<file path="config.mk">
export PLATFORM = sky130hd
export DESIGN_NAME = quad_steer_gen
export DESIGN_NICKNAME = d
export VERILOG_FILES = /design/src/rtl/quad_steer_gen.sv
export SDC_FILE = /design/constraint.sdc
export NUM_CORES = 1
export LEC_CHECK = 0
export ABC_AREA = 1
export ABC_CLOCK_PERIOD_IN_PS = 2500
export BUFFER_PORTS_ARGS = -buffer_cell sky130_fd_sc_hd__buf_2
export CAP_MARGIN = 15
export CORE_MARGIN = 10
export CORE_UTILIZATION = 54
export DETAILED_ROUTE_END_ITERATION = 10
export PLACE_DENSITY = 0.87
export SETUP_SLACK_MARGIN = 0.2
export SYNTH_ARGS = -nofsm -noshare
export SYNTH_HDL_FRONTEND = slang
export SYNTH_SLANG_ARGS = --single-unit
export TNS_END_PERCENT = 1
</file>
<file path="constraint.sdc">
create_clock -name clk_sys -period 2.5 [get_ports clk_sys]
set_input_delay 0 -clock clk_sys [delete_from_list [all_inputs] [get_ports clk_sys]]
set_output_delay 0 -clock clk_sys [all_outputs]
set_load 0.05 [all_outputs]
</file>
<file path="src/rtl/quad_steer_gen.sv">
// rtl/quad_steer_gen.sv - multi-channel quadrature step generator with digital/absolute steering
// Optional acceleration: define QUAD_STEER_ACCEL_EN.
module quad_steer_gen #(
    parameter int CHANNELS = 2,
    parameter int DIV_W    = 16,
    parameter int POS_W    = 8
) (
    input  logic                      clk_sys,
    input  logic                      reset,
    input  logic [DIV_W-1:0]          clkdiv,
    input  logic [1:0]                mode,
    input  logic [CHANNELS-1:0]       left,
    input  logic [CHANNELS-1:0]       right,
    input  logic [CHANNELS*POS_W-1:0] target,
    output logic [CHANNELS-1:0]       enc_a,
    output logic [CHANNELS-1:0]       enc_b,
    output logic [CHANNELS*POS_W-1:0] pos,
    output logic                      busy
);

    localparam logic [POS_W-1:0] POS_RST = POS_W'(1) << (POS_W - 1);

    logic [1:0]          mode_q;
    logic                mode_chg;
    logic [CHANNELS-1:0] req_any;

    assign mode_chg = (mode != mode_q);

    always_ff @(posedge clk_sys) begin
        if (reset) begin
            mode_q <= mode;
            busy   <= 1'b0;
        end else begin
            mode_q <= mode;
            busy   <= |req_any;
        end
    end

    for (genvar g = 0; g < CHANNELS; g++) begin : g_ch
        logic [DIV_W-1:0] cnt;
        logic [1:0]       phase;
        logic [POS_W-1:0] p;
        logic [1:0]       dir_q;
        logic [POS_W-1:0] tgt;
        logic             up;
        logic             dn;
        logic             rev;
        logic [DIV_W-1:0] shifted;
        logic [DIV_W-1:0] effdiv_m1;

        assign tgt = target[g*POS_W +: POS_W];

        always_comb begin
            up = 1'b0;
            dn = 1'b0;
            case (mode)
                2'd0: begin
                    up = right[g] & ~left[g];
                    dn = left[g] & ~right[g];
                end
                2'd1: begin
                    up = (p < tgt);
                    dn = (p > tgt);
                end
                default: ;
            endcase
        end

        assign req_any[g] = up | dn;
        // dir_q holds last cycle's request as {up, dn}
        assign rev = (up & dir_q[0]) | (dn & dir_q[1]);

`ifdef QUAD_STEER_ACCEL_EN
        logic [1:0] level;
        logic [3:0] run;
        assign shifted = clkdiv >> level;
`else
        assign shifted = clkdiv;
`endif
        assign effdiv_m1 = (shifted == '0) ? '0 : shifted - 1'b1;

        always_ff @(posedge clk_sys) begin
            if (reset) begin
                cnt   <= '0;
                phase <= 2'b00;
                p     <= POS_RST;
                dir_q <= 2'b00;
`ifdef QUAD_STEER_ACCEL_EN
                level <= 2'd0;
                run   <= 4'd0;
`endif
            end else begin
                dir_q <= {up, dn};
                if (mode_chg || !(up | dn)) begin
                    cnt <= '0;
`ifdef QUAD_STEER_ACCEL_EN
                    level <= 2'd0;
                    run   <= 4'd0;
`endif
                end else if (rev && cnt != '0) begin
                    cnt <= '0;
`ifdef QUAD_STEER_ACCEL_EN
                    level <= 2'd0;
                    run   <= 4'd0;
`endif
                end else if (cnt >= effdiv_m1) begin
                    cnt <= '0;
                    // Gray walk: up 00->01->11->10, down reversed
                    phase <= up ? {phase[0], ~phase[1]} : {~phase[0], phase[1]};
                    p     <= up ? p + 1'b1 : p - 1'b1;
`ifdef QUAD_STEER_ACCEL_EN
                    if (rev) begin
                        level <= 2'd0;
                        run   <= 4'd0;
                    end else if (mode == 2'd0) begin
                        if (run == 4'd15) begin
                            run <= 4'd0;
                            if (level != 2'd3)
                                level <= level + 1'b1;
                        end else begin
                            run <= run + 1'b1;
                        end
                    end
`endif
                end else begin
                    cnt <= cnt + 1'b1;
`ifdef QUAD_STEER_ACCEL_EN
                    if (rev) begin
                        level <= 2'd0;
                        run   <= 4'd0;
                    end
`endif
                end
            end
        end

        assign enc_a[g]               = phase[1];
        assign enc_b[g]               = phase[0];
        assign pos[g*POS_W +: POS_W]  = p;
    end

endmodule
</file>
==> metrics.yaml <==
synth:
  synth.lib_cells_used.distinct: 34
  synth_nets: 815
  area_contributors_post_synth: "dfxtp_1 (23%), ha_1 (16%), nand2_1 (11%)"
  synth-edff-count: 0
  mean_area_per_synthesized_cell_um2: 7.21
  syn-cell-area_mm2: 0.00510
  synth_sequential_area_ratio_pct: 23.2
  synth_warnings: 0
  synth_seq_cells: 59
  post-synth-top-area-cell: "dfxtp_1"
  synthCells: 707
  yosysMostFrequentCell: "nand2_1"
  post_synth_most_frequent_cells: "nand2_1 (152), inv_1 (110), nor2_1 (71)"
  synth-main-ff-cell: "dfxtp_1"
  synth_top_area_share_pct: 23.2
  async_flop_share_pct: 0
floorplan:
  die_height_um: 117
  floorplan.io_pins: 61
  floorplan.rows: 35
  die_x_um: 117
  start_util_pct: 55.4
  core_region_area_mm2: 0.00920
  fp.dieArea_mm2: 0.0137
global_routing:
  grt_remaining_overflow: 0
  grt_start_max_net_pins: 17
  gr-usage-all-layers_pct: 22.6
  first_global_vias: 5496
  wire_length_of_the_first_global_routing_pass_um: 24900
  antenna_found_initial: 1
layout:
  design.final.nets: 939
  post_route_cells_drive_above_1_share_pct: 31.6
  final_core_occ_pct: 72.1
  layoutNonFillerInstCount: 948
  areaGrowthSynthToFinish_pct: 30.2
  seqCellArea_mm2: 0.00124
  multi_input_area_mm2: 0.00389
  finalInstanceArea_mm2: 0.00664
  num-fill-cells: 597
clock_network:
  cts_inserted_buffers: 9
  clk_root_buffer_cell: "clkbuf_8"
  numClockSinks: 59
  clockBufferDepth: 2
  cts-htree-levels: 3
  worstSkewPairLatency_ns: 0.38
  cts_tree: "done"
  clkTransAtPathRegs_ns: 0.09
drt:
  ant_nets: 0
  post-route-drc-count: 0
  route.vias.total: 5576
  viasPerCell: 5.88
  routedWlPerCell_um: 17.4
  total_routed_wirelength_um: 16500
  initialDrtViolationCount: 485
  first_pass_iters: 7
status:
  result_of_the_run: "finished, violations left"
  violations: "negative setup slack"
timing:
  finalHoldViolCount: 0
  post-route-min-period_ns: 2.67
  final_min_period_over_clock_period_pct: 107
  worst_pin_slew_ns: 0.593
  timing.max_slew.rel_slack_pct: 60.4
  clock.fmax_ghz: 0.375
  setup_clock_skew_after_layout_ns: 0.0253
  drv_slew: 0
  number_of_setup_violations_in_the_final_report: 5
  finalWorstSetupSlack_ns: -0.168
  finalSetupTns_ns: -0.357
  grt_setup_unrepaired: "true"
  fin_hold_ws_ns: 0.0735
place:
  detailed_place_hpwl_um: 10200
  gp_routability_congestion: 0.894
  placedCellCount: 897
  dpl-instance-area_mm2: 0.00591
  place.port_buffers: 60
  placement.setup.worst_slack_ns: -0.193
setup_path:
  delay_contributed_by_the_slowest_stage_of_the_critical_path_ns: 0.38
  timing.setup.critical_path_class: "reg2reg"
  timing.critical_path.fanout_max: 8
  worstSetupEndpointType: "flip-flop"
  rr_worst_depth: 16
  critical_path.cell_chain: "ha_4 > nand2_2 > nor2_2 > nand2_4 > nand3_4 > nand2_4 > inv_8 > ha_4 > a21oi_1 > nand2_1 > a31oi_2 > inv_1 > nand2_2 > nand2_1 > nand4_1 > nand3_1"
  worst_setup_path_start_kind: "flip-flop"
  cp.required_ns: 2.74
  critical_path_arrival_ns: 2.91
  critical-path-slowest-cell: "dfxtp_4"
worst_hold_path:
  worst_hold_path.num_cells: 5
  hold_path.class: "in2reg"
power_and_ir_drop:
  irDropWorstVdd_mv: 0.190
  totalPowerFinal_mw: 2.15
  cellPowerDensity_mw_per_mm2: 324
  static-leakage-power_nw: 3.16
flow_run:
  max-cap-violations: 0
sequential cells by signal (all words and copies together), names as in the netlist:
register	count
g_ch.cnt	32
g_ch.p	16
g_ch.dir_q	4
g_ch.phase	4
mode_q	2
busy	1
layer usage:
layer  vias to the layer above  GRT usage (%)  part of all wire, %
li1                       2525              -                    -
met1                      2547           23.2                   35
met2                       368           41.2                   50
met3                       136           3.98                  8.4
met4                         0           14.7                  7.4
met5                         -              0                    0
cell usage in the layout (no fill, tap or decap), types with 8 or more instances in the layout:
master,netlist,routed
nor2_4,23,24
nor2_2,8,8
ha_4,0,21
a21oi_2,2,10
dfxtp_1,59,43
buf_2,0,60
a21oi_1,34,26
nand4_1,26,26
clkbuf_8,0,10
xnor2_1,22,21
ha_1,66,45
xor2_1,24,24
nand2_2,6,13
nor2_1,71,70
o21ai_0,11,8
dfxtp_4,0,16
nand3_2,8,9
buf_4,0,52
nand3_1,36,31
inv_1,110,104
nand2_1,152,140
timing repair:
item,in CTS,in global routing
resized for setup,21,37
gates cloned,1,0
pin swaps,19,13
endpoints found under the hold margin,7,0
hold buffers,5,0
setup endpoints to repair,13,52
buffers inserted,24,4
worst max-delay path: cells and delay by family, from the launching register on:
family,cells,cell delay (ns)
simple gates,10,0.98
compound gates,2,0.46
fa+ha+maj,2,0.51
buf+inv,2,0.22
flops,1,0.38
logic make-up after synthesis:
kind of cell / after synthesis / synth area share, %
buffers and inverters: 118 / 9.62
AOI/OAI and AO/OA: 57 / 6.14
DFF: 59 / 23.2
and+or+nand+nor: 359 / 36.2
xor gates and xnor gates: 46 / 7.91
adders and majority gates: 68 / 17.0
worst paths after layout:
kind	startpoint	to	slack [ns]
worst max register to register	g_ch[1].p[6]	g_ch[1].p[7]	-0.17
worst min register to register	g_ch[1].cnt[0]	g_ch[1].cnt[0]	0.48
worst max-delay path	g_ch[1].p[6]	g_ch[1].p[7]	-0.17
worst min-delay path	left[0]	g_ch[0].dir_q[0]	0.07
area by class of cell:
cell class	instances	share of cell area (%)
multi-input cells	530	58.7
clock inverters	3	0.226
clock buffers	13	2.24
repair inverters	1	0.0943
flip-flops and latches	59	18.7
repair buffers	118	11.3
well taps	111	2.09
inverters	112	6.56
diodes	1	0.0377
where the power goes:
group          switching (mW)  internal (mW)  total [mW]
Sequential            0.00477          0.929       0.934
Combinational           0.257          0.163       0.420
Clock                   0.411          0.383       0.794
Total                   0.673           1.48        2.15
Power figures use the tool's default switching activity.
